$ cat src/rtl/fe_fetch_ctrl.sv
// Front-end fetch sequencer: owns the PC, reads the asynchronous ROM each cycle
// and buffers {pc, word} in a 2-entry queue drained by decode via valid/ready.
module fe_fetch_ctrl #(
  parameter  int I_CACHE_DEPTH_P = 256,
  parameter  int WORD_SIZE_P     = 16,
  parameter  int RESET_PC_P      = 0,
  localparam int ADDR_WIDTH_LP   = $clog2(I_CACHE_DEPTH_P)
) (
  input  logic                     clk_i,
  input  logic                     reset_n_i,
  output logic [ADDR_WIDTH_LP-1:0] rom_addr_o,
  input  logic [WORD_SIZE_P-1:0]   rom_data_i,
  input  logic                     redirect_v_i,
  input  logic [ADDR_WIDTH_LP-1:0] redirect_pc_i,
  input  logic                     halt_i,
  output logic                     fetch_v_o,
  output logic [WORD_SIZE_P-1:0]   fetch_instr_o,
  output logic [ADDR_WIDTH_LP-1:0] fetch_pc_o,
  input  logic                     fetch_ready_i,
  output logic                     halted_o
);

  typedef enum logic {RUN = 1'b0, HALTED = 1'b1} state_t;

  state_t                   state_r;
  logic [ADDR_WIDTH_LP-1:0] pc_r;
  logic                     head_r;
  logic                     tail_r;
  logic [1:0]               count_r;

  logic [ADDR_WIDTH_LP-1:0] pc_q    [2];
  logic [WORD_SIZE_P-1:0]   instr_q [2];

  logic deq;
  logic enq;

  // Depth is a power of two, so dropping the carry gives the modulo wrap.
  function automatic logic [ADDR_WIDTH_LP-1:0] pc_next(input logic [ADDR_WIDTH_LP-1:0] pc);
    return pc + ADDR_WIDTH_LP'(1);
  endfunction

  assign rom_addr_o    = pc_r;
  assign fetch_v_o     = (count_r != 2'd0) & ~redirect_v_i;
  assign fetch_instr_o = instr_q[head_r];
  assign fetch_pc_o    = pc_q[head_r];
  assign halted_o      = (state_r == HALTED);

  assign deq = fetch_v_o & fetch_ready_i;
  // A full queue can still accept a word when the head leaves in the same cycle.
  assign enq = (state_r == RUN) & ~redirect_v_i & ~halt_i & ((count_r != 2'd2) | deq);

  // Control state: PC, pointers, occupancy and run/halt.
  always_ff @(posedge clk_i) begin
    if (!reset_n_i) begin
      state_r <= RUN;
      pc_r    <= ADDR_WIDTH_LP'(RESET_PC_P);
      head_r  <= 1'b0;
      tail_r  <= 1'b0;
      count_r <= 2'd0;
    end else if (redirect_v_i) begin
      state_r <= RUN;
      pc_r    <= redirect_pc_i;
      head_r  <= 1'b0;
      tail_r  <= 1'b0;
      count_r <= 2'd0;
    end else begin
      if (enq) begin
        pc_r   <= pc_next(pc_r);
        tail_r <= ~tail_r;
      end
      if (deq) begin
        head_r <= ~head_r;
      end
      case ({enq, deq})
        2'b10:   count_r <= count_r + 2'd1;
        2'b01:   count_r <= count_r - 2'd1;
        default: count_r <= count_r;
      endcase
      if (halt_i && state_r == RUN) begin
        state_r <= HALTED;
      end
    end
  end

  // Queue storage: payload only, validity is tracked by count_r.
  always_ff @(posedge clk_i) begin
    if (enq) begin
      pc_q[tail_r]    <= pc_r;
      instr_q[tail_r] <= rom_data_i;
    end
  end

endmodule

$ cat config.mk
export PLATFORM = sky130hd
export DESIGN_NAME = fe_fetch_ctrl
export DESIGN_NICKNAME = d
export VERILOG_FILES = /design/src/rtl/fe_fetch_ctrl.sv
export SDC_FILE = /design/constraint.sdc
export NUM_CORES = 1
export LEC_CHECK = 0
export ABC_AREA = 1
export CAP_MARGIN = 20
export CORE_MARGIN = 8
export CORE_UTILIZATION = 50
export DETAILED_ROUTE_END_ITERATION = 6
export PLACE_DENSITY = 0.91
export REMOVE_ABC_BUFFERS = 1
export SYNTH_ARGS = -nofsm -noshare
export SYNTH_HDL_FRONTEND = slang
export SYNTH_SLANG_ARGS = --single-unit
$ cat constraint.sdc
create_clock -name clk_i -period 6.1 [get_ports clk_i]
set_input_delay 1.22 -clock clk_i [delete_from_list [all_inputs] [get_ports clk_i]]
set_output_delay 1.22 -clock clk_i [all_outputs]
set_load 0.01 [all_outputs]
==> run_results.csv, run 1 <==
group,metric,value,unit
run_status,status,"completed",
detailed_routing,route.detailed.drc,0,
timing,setup-violations-final,0,
critical_path,r2r_slack,4.35,ns
min_path,hp-class,"reg2reg",
timing,post-route-period-util,62.6,%
detailed_routing,drt_iter0_drc,85,
logic_synthesis,yosysTopAreaCell,"edfxtp_1",
global_routing,grt_max_degree,25,
clock_network,clock_latency,0.32,ns
layout,postLayoutCoreUtil,68.5,%
flow_run,maxCapViolCount,0,
timing,worst_slew_pin_slew,0.489,ns
clock_network,cts.path.max_buffers,2,
die,start_util,50.9,%
clock_network,clock-sinks,62,
timing,max_freq,0.262,GHz
place,hpwlAfterDp,3390,um
logic_synthesis,synth_edf_count,48,
layout,antenna_cells,0,
layout,layout.cells.non_filler,350,
logic_synthesis,ys_seq_area_share,67.1,%
place,dp_cells,333,
critical_path,r2r_cells,6,
clock_network,cts_buffers,9,
logic_synthesis,synth_top_area_share,56.2,%
place,io_buffers,62,
critical_path,cp_max_fo,10,
die,core,0.00504,mm^2
clock_network,tritoncts,"yes",
logic_synthesis,synth_area,0.00257,mm^2
timing,tns,0,ns
detailed_routing,viasPerCell,5.04,
detailed_routing,wl_per_cell,13.8,um
timing,finClkSkew,0.00508,ns
global_routing,grt_usage,13.9,%
critical_path,cp-end-kind,"primary output",
layout,syn2layout_area_growth,34.7,%
logic_synthesis,ys_ff_latch,62,
logic_synthesis,ys.flop_type,"edfxtp_1",
logic_synthesis,yosysUniqueCellTypes,26,
detailed_routing,first_pass_iters,4,
timing,grt_setup_unrepaired,"no",
layout,final_layout_size_suffix_gt1_share,17.9,%
critical_path,endpoint,"fetch_v_o",
layout,final_nets,305,
clock_network,h-tree-depth,3,
power_and_ir_drop,power.leakage,1.26,nW
clock_network,root_buffer,"clkbuf_8",
critical_path,crit_start,"redirect_v_i",
critical_path,worstSetupPathType,"in2out",
logic_synthesis,postSynthAreaPerCell,12.5,um^2
global_routing,grt_pass1_vias,1852,
logic_synthesis,synth_area_leaders,"edfxtp_1 56%, dfxtp_1 11%, mux2_2 11%",
die,io_pins,63,
timing,finalHoldViolations,0,
place,gp_congestion,0.852,
logic_synthesis,synthMostInstantiatedCell,"edfxtp_1",
clock_network,cts.repair.resized,0,
clock_network,clk_pin_slew,0.06,ns
global_routing,overflow,0,
power_and_ir_drop,vdd_drop_max,0.000120,V
logic_synthesis,yosys_warnings,0,
timing,min_period,3.82,ns
clock_network,post_cts_buffers,0,
global_routing,grt_pass1_wl,8180,um
logic_synthesis,synthCells,205,
critical_path,crit_path_start_kind,"primary input",
detailed_routing,dr_total_vias,1763,
die,dieHeight,87.6,um
logic_synthesis,yosys-top-cells-count,"48 x edfxtp_1, 38 x nand2_1, 24 x mux2_2",
critical_path,cp.arrival,2.60,ns
logic_synthesis,synth_async_sr_flop_share,0,%
global_routing,antenna_found_initial,0,
timing,slew_viol_final,0,
die,dieArea,0.00768,mm^2
detailed_routing,final_antenna_net_count,0,
die,row_count,26,
timing,slew_headroom,67.3,%
timing,hold_slack,0.500,ns
die,die_w,87.6,um
critical_path,required,4.88,ns
critical_path,r2r_start,"halted_o",
power_and_ir_drop,power_density,258,mW/mm^2
critical_path,r2r_end,"pc_q[1][3]",
detailed_routing,drt_wl_total,4820,um
clock_network,cts_hold_buffers,0,
layout make-up:
type | instances | area [um^2]
multi-input cells | 120 | 742
repair buffers | 65 | 651
well taps | 70 | 87.6
inverters | 17 | 63.8
fillers | 394 | 1590
flip-flops and latches | 62 | 1720
clock buffers | 16 | 190
how the worst min path moves through the flow:
stage,start,end,slack [ns],depth (start not counted)
2_1_floorplan,count_r[1],count_r[1],0.47,3
3_3_place_gp,count_r[1],count_r[1],0.48,3
3_5_place_dp,head_r,flop,0.49,2
4_1_cts,count_r[1],count_r[1],0.51,3
5_1_grt,head_r,head_r,0.54,2
6_report,count_r[1],count_r[1],0.50,3
layer usage:
layer	routed length [um]	GRT usage, %	vias to the layer above
met1	1970	14.1	835
met5	0	0	-
met3	276	4.22	8
met4	77	8.59	0
li1	-	-	858
met2	2500	24.6	62
power by group:
| group | switching (W) | total [W] | internal (W) |
|---|---|---|---|
| Clock | 0.000135 | 0.000328 | 0.000193 |
| Sequential | 0.00000924 | 0.000479 | 0.000470 |
| Combinational | 0.0000360 | 0.0000838 | 0.0000479 |
| Total | 0.000180 | 0.000891 | 0.000710 |
cells in the final DEF (no fill, tap or decap):
cell type / synthesis / final
clkdlybuf4s50_1: 0 / 62
edfxtp_1: 48 / 48
nand2_1: 38 / 38
mux2_2: 24 / 24
inv_1: 15 / 15
nor2_1: 16 / 15
dfxtp_1: 14 / 14
nand3_1: 13 / 13
clkbuf_8: 0 / 13
o21ai_0: 6 / 6
a21oi_1: 5 / 5
nor2_2: 2 / 3
nand4_1: 3 / 3
clkbuf_1: 1 / 3
inv_2: 2 / 2
nand2_2: 2 / 2
nand3b_1: 2 / 2
buf_4: 0 / 2
nand3_4: 1 / 1
xnor2_1: 1 / 1
nor3_1: 1 / 1
nor3_2: 1 / 1
a21oi_2: 1 / 1
o21bai_1: 1 / 1
xor2_1: 1 / 1
a41oi_1: 1 / 1
ha_1: 1 / 1
buf_8: 0 / 1
worst max-delay path: stages:
cell,delay [ns]
clkdlybuf4s50_1,0.57
a21oi_1,0.23
clkdlybuf4s50_1,0.57
state kept, by name, summed over array words and instances, names as in the netlist, named ones only:
name / count
head_r: 1
rom_addr_o: 8
tail_r: 1
pc_q: 16
count_r: 2
instr_q: 32
halted_o: 1
cells by family (layout without fill, tap and decap cells):
group	Yosys count	count (layout)	synth area share [%]
AND/OR/NAND/NOR	79	79	14.0
flip-flops	62	62	67.1
buffers and inverters	23	98	4.10
multiplexers	24	24	10.5
XOR/XNOR	2	2	0.683
AO/OA/AOI/OAI	14	14	3.12
adder cells (fa/ha/maj)	1	1	0.487
metrics by stage:
| stage | cell area (um^2) | worst slack [ns] | total power, W |
|---|---|---|---|
| after global placement | 3250 | 2.29 | 0.000570 |
| after detailed placement | 3250 | 2.30 | 0.000572 |
| final | 3460 | 2.28 | 0.000891 |
| after CTS | 3440 | 2.28 | 0.000901 |
| after floorplan | 2520 | 2.93 | 0.000521 |
| after global routing | 3460 | 2.20 | 0.000931 |
No activity file was read; power rests on OpenSTA's default activity.
==> inputs of run 2 (changes only) <==
--- a/config.mk
+++ b/config.mk
@@ -8,9 +8,9 @@
 export ABC_AREA = 1
 export CAP_MARGIN = 20
 export CORE_MARGIN = 8
-export CORE_UTILIZATION = 50
+export CORE_UTILIZATION = 44
 export DETAILED_ROUTE_END_ITERATION = 6
-export PLACE_DENSITY = 0.91
+export PLACE_DENSITY = 0.85
 export REMOVE_ABC_BUFFERS = 1
 export SYNTH_ARGS = -nofsm -noshare
 export SYNTH_HDL_FRONTEND = slang
==> constraint.sdc (replaced) <==
create_clock -name clk_i -period 3.2 [get_ports clk_i]
set_input_delay 0.64 -clock clk_i [delete_from_list [all_inputs] [get_ports clk_i]]
set_output_delay 0.64 -clock clk_i [all_outputs]
set_load 0.01 [all_outputs]
==> run_results.csv, run 2 (synthesized netlist as in run 1, its figures left out) <==
group,metric,value,unit
global_routing,grt_pass1_vias,1771,
clock_network,cts.path.max_buffers,2,
layout,final_nets,305,
timing,worst_slew_pin_slew,0.335,ns
clock_network,clock_latency,0.33,ns
die,row_count,28,
die,dieArea,0.00853,mm^2
detailed_routing,route.detailed.drc,0,
place,io_buffers,62,
critical_path,worstSetupPathType,"in2out",
timing,slew_headroom,77.7,%
place,gp_congestion,0.814,
layout,final_layout_size_suffix_gt1_share,18.2,%
timing,max_freq,0.378,GHz
clock_network,root_buffer,"clkbuf_8",
place,hpwlAfterDp,3510,um
clock_network,cts_hold_buffers,0,
layout,mostFrequentLayoutCells,"62 x clkdlybuf4s50_1, 48 x edfxtp_1, 38 x nand2_1",
layout,largest_register_ffs,32,
die,die_w,92.4,um
timing,finalHoldViolations,0,
min_path,hp-class,"reg2reg",
power_and_ir_drop,power.share.clock,37.2,%
global_routing,overflow,0,
power_and_ir_drop,vdd_drop_max,0.000261,V
power_and_ir_drop,p_sw_share,21.4,%
layout,antenna_cells,0,
layout,fillerInstances,486,
timing,min_period,2.65,ns
layout,syn2layout_area_growth,34.6,%
run_status,status,"completed",
timing,finClkSkew,0.00971,ns
global_routing,grt_max_degree,26,
die,core,0.00578,mm^2
min_path,hold-path-cell-count,3,
clock_network,cts_buffers,9,
global_routing,grt_usage,11.9,%
critical_path,cp_max_fo,10,
timing,grt_setup_unrepaired,"no",
power_and_ir_drop,power.leakage,1.25,nW
timing,setup-violations-final,0,
detailed_routing,wl_per_cell,13.8,um
power_and_ir_drop,pwr-share-seq,53.4,%
detailed_routing,drt_iter0_drc,68,
clock_network,h-tree-depth,3,
critical_path,required,2.56,ns
layout,layout_commonest_cell,"clkdlybuf4s50_1",
detailed_routing,final_antenna_net_count,0,
critical_path,r2r_cells,7,
power_and_ir_drop,comb_power_share,9.4,%
timing,slew_viol_final,0,
layout,regMostFlops,"instr_q",
global_routing,antenna_found_initial,0,
critical_path,cp.arrival,2.01,ns
detailed_routing,viasPerCell,4.83,
layout,postLayoutCoreUtil,59.8,%
power_and_ir_drop,power_density,495,mW/mm^2
clock_network,clock-sinks,62,
timing,tns,0,ns
detailed_routing,first_pass_iters,5,
power_and_ir_drop,switching_power,0.000365,W
critical_path,cp-end-kind,"primary output",
clock_network,tritoncts,"yes",
global_routing,grt_pass1_wl,7940,um
detailed_routing,dr_total_vias,1716,
die,start_util,44.4,%
power_and_ir_drop,p_int,0.00134,W
detailed_routing,drt_wl_total,4890,um
clock_network,post_cts_buffers,0,
timing,post-route-period-util,82.8,%
die,dieHeight,92.4,um
critical_path,crit_path_start_kind,"primary input",
flow_run,maxCapViolCount,0,
die,io_pins,63,
clock_network,clk_pin_slew,0.07,ns
clock_network,cts.repair.resized,0,
## run 2: cell type report
class / count / area (um^2) / area share, %
clock inverters: 6 / 62.6 / 1.81
clock buffers: 10 / 128 / 3.69
well taps: 75 / 93.8 / 2.72
repair buffers: 65 / 643 / 18.6
inverters: 17 / 63.8 / 1.85
multi-input cells: 120 / 742 / 21.5
flip-flops and latches: 62 / 1720 / 49.8
## run 2: worst max-delay path, cell delays in order
cell and delay, ns:
clkdlybuf4s50_1 0.56, a21oi_1 0.23, clkdlybuf4s50_1 0.57
## run 2: final timing paths
check | to | start | slack, ns
worst max-delay path | fetch_v_o | redirect_v_i | 0.55
worst min-delay path | count_r[1] | count_r[1] | 0.51
worst max register to register | pc_q[0][4] | count_r[0] | 1.50
worst min register to register | count_r[1] | count_r[1] | 0.51
## run 2: routing by layer
layer  global-route usage [%]  routed length, um
met5                        0                  0
met4                     4.43                 25
met3                     5.34                332
met2                     21.8               2600
met1                     11.4               1940
## run 2: power groups by stage
stage	registers (W)	clock network, W	logic [W]
floorplan	0.000929	0	0.0000632
global placement	0.000928	0	0.000159
detailed placement	0.000930	0	0.000162
CTS	0.000913	0.000656	0.000163
global route	0.000916	0.000687	0.000176
finish	0.000913	0.000635	0.000160
## run 2: metrics by stage
stage               cells  worst slack, ns  cell area [um^2]  total power (W)  hold WS, ns
finish                355            0.551              3450          0.00171        0.514
global route          355            0.429              3450          0.00178        0.552
CTS                   355            0.543              3450          0.00173        0.514
detailed placement    339            0.503              3260          0.00109        0.497
global placement      339            0.558              3260          0.00109        0.491
floorplan             199            0.611              2520         0.000993        0.470
==> inputs of run 3 (changes only) <==
==> constraint.sdc (replaced) <==
create_clock -name clk_i -period 2.2 [get_ports clk_i]
set_input_delay 0.44 -clock clk_i [delete_from_list [all_inputs] [get_ports clk_i]]
set_output_delay 0.44 -clock clk_i [all_outputs]
set_load 0.01 [all_outputs]
==> run_results.csv, run 3 (synthesized netlist as in run 1, its figures left out) <==
group,metric,value,unit
die,die_w,92.4,um
clock_network,cts.path.max_buffers,2,
timing,hold_slack,0.510,ns
layout,largest_register_ffs,32,
timing,setup_slack,0.0787,ns
power_and_ir_drop,vdd_drop_max,0.000332,V
critical_path,cp.arrival,1.68,ns
clock_network,clock-sinks,62,
layout,final_nets,309,
clock_network,cts_buffers,9,
min_path,hold-path-cell-count,2,
detailed_routing,wl_per_cell,13.7,um
timing,finalHoldViolations,0,
detailed_routing,drt_wl_total,4930,um
critical_path,required,1.76,ns
flow_run,maxCapViolCount,0,
layout,layout_commonest_cell,"clkdlybuf4s50_1",
critical_path,r2r_cells,6,
critical_path,cp-end-kind,"primary output",
detailed_routing,drt_iter0_drc,83,
die,io_pins,63,
global_routing,grt_max_degree,25,
place,io_buffers,62,
detailed_routing,final_antenna_net_count,0,
power_and_ir_drop,power.total,0.00237,W
global_routing,grt_pass1_vias,1774,
critical_path,r2r_end,"instr_q[1][5]",
layout,regMostFlops,"instr_q",
min_path,worst_hold_startpoint,"head_r",
layout,antenna_cells,0,
timing,slew_viol_final,0,
critical_path,crit_chain,"clkbuf_16, mux2_2, clkdlybuf4s50_1",
detailed_routing,first_pass_iters,4,
die,dieArea,0.00853,mm^2
run_status,status,"completed",
clock_network,cts_hold_buffers,0,
place,hpwlAfterDp,3470,um
timing,slew_headroom,79.5,%
clock_network,root_buffer,"clkbuf_8",
timing,setup-violations-final,0,
place,gp_congestion,0.897,
die,row_count,28,
die,core,0.00578,mm^2
critical_path,crit_path_start_kind,"flop",
global_routing,grt_usage,11.9,%
timing,min_period,2.12,ns
critical_path,r2r_start,"halted_o",
clock_network,clk_pin_slew,0.06,ns
critical_path,cpPeakStageDelay,0.48,ns
timing,post-route-period-util,96.4,%
power_and_ir_drop,power_density,674,mW/mm^2
clock_network,h-tree-depth,3,
detailed_routing,viasPerCell,4.79,
critical_path,cp_max_fo,12,
timing,grt_setup_unrepaired,"no",
die,dieHeight,92.4,um
clock_network,post_cts_buffers,0,
place,pre_cts_slack,0.0961,ns
global_routing,antenna_found_initial,0,
layout,fillerInstances,476,
layout,syn2layout_area_growth,37.1,%
global_routing,grt_pass1_wl,8040,um
detailed_routing,route.detailed.drc,0,
timing,worst_slew_pin_slew,0.307,ns
layout,mostFrequentLayoutCells,"61 x clkdlybuf4s50_1, 48 x edfxtp_1, 38 x nand2_1",
clock_network,tritoncts,"yes",
min_path,hp-class,"reg2reg",
timing,max_freq,0.471,GHz
detailed_routing,dr_total_vias,1719,
critical_path,slowest_stage,"clkdlybuf4s50_1",
critical_path,r2r_slack,0.63,ns
global_routing,overflow,0,
die,start_util,44.4,%
power_and_ir_drop,power.leakage,1.29,nW
timing,finClkSkew,0.00986,ns
critical_path,worstSetupPathType,"reg2out",
clock_network,clock_latency,0.32,ns
layout,final_layout_size_suffix_gt1_share,19.0,%
[run 3: critical path, delay by kind of cell, from the launching register on]
| kind | cells | cell delay, ns |
|---|---|---|
| buffers and inverters | 2 | 0.65 |
| muxes | 1 | 0.34 |
| DFF | 1 | 0.38 |
[run 3: what timing repair did]
action,CTS,global route
endpoints found under the setup margin,0,6
endpoints found under the hold margin,0,0
gates resized for setup,0,3
[run 3: layout make-up]
type                    instances  area, um^2  share of cell area, %
clock buffers                  14         153                   4.34
flip-flops and latches         62        1730                   49.0
multi-input cells             120         742                   21.1
repair buffers                 69         731                   20.8
inverters                      17        63.8                   1.81
clock inverters                 2        10.0                  0.284
well taps                      75        93.8                   2.67
[run 3: worst max-delay path by stage]
stage,from,to,slack [ns],cells past startpoint
final,flop,fetch_instr_o[9],0.08,3
after global routing,flop,fetch_instr_o[14],0.03,3
after detailed placement,halt_i,instr_q[1][7],0.1,7
after CTS,flop,fetch_pc_o[6],0.02,3
after floorplan,halt_i,instr_q[0][0],-0.19,5
after global placement,redirect_v_i,fetch_v_o,0.14,3
[run 3: metrics by stage]
stage               instances  setup TNS (ns)  utilization (%)  instance area [um^2]
floorplan                 199           -4.53                -                  2520
global placement          342               0             57.5                  3320
global route              359               0             60.9                  3520
finish                    359               0             60.9                  3520
detailed placement        342               0             57.5                  3320
CTS                       358               0             60.3                  3490
[run 3: metal layers]
metal  GRT usage [%]  wire [um]
met4            7.11         95
met1            11.8       1960
met2            21.2       2570
met5               0          0
met3            4.13        303
[run 3: report_power, final]
group / internal, W / leakage, nW / switching [W]
registers: 0.00130 / 0.555 / 0.0000246
logic: 0.000140 / 0.652 / 0.000102
clock network: 0.000437 / 0.0844 / 0.000366
total: 0.00188 / 1.29 / 0.000492
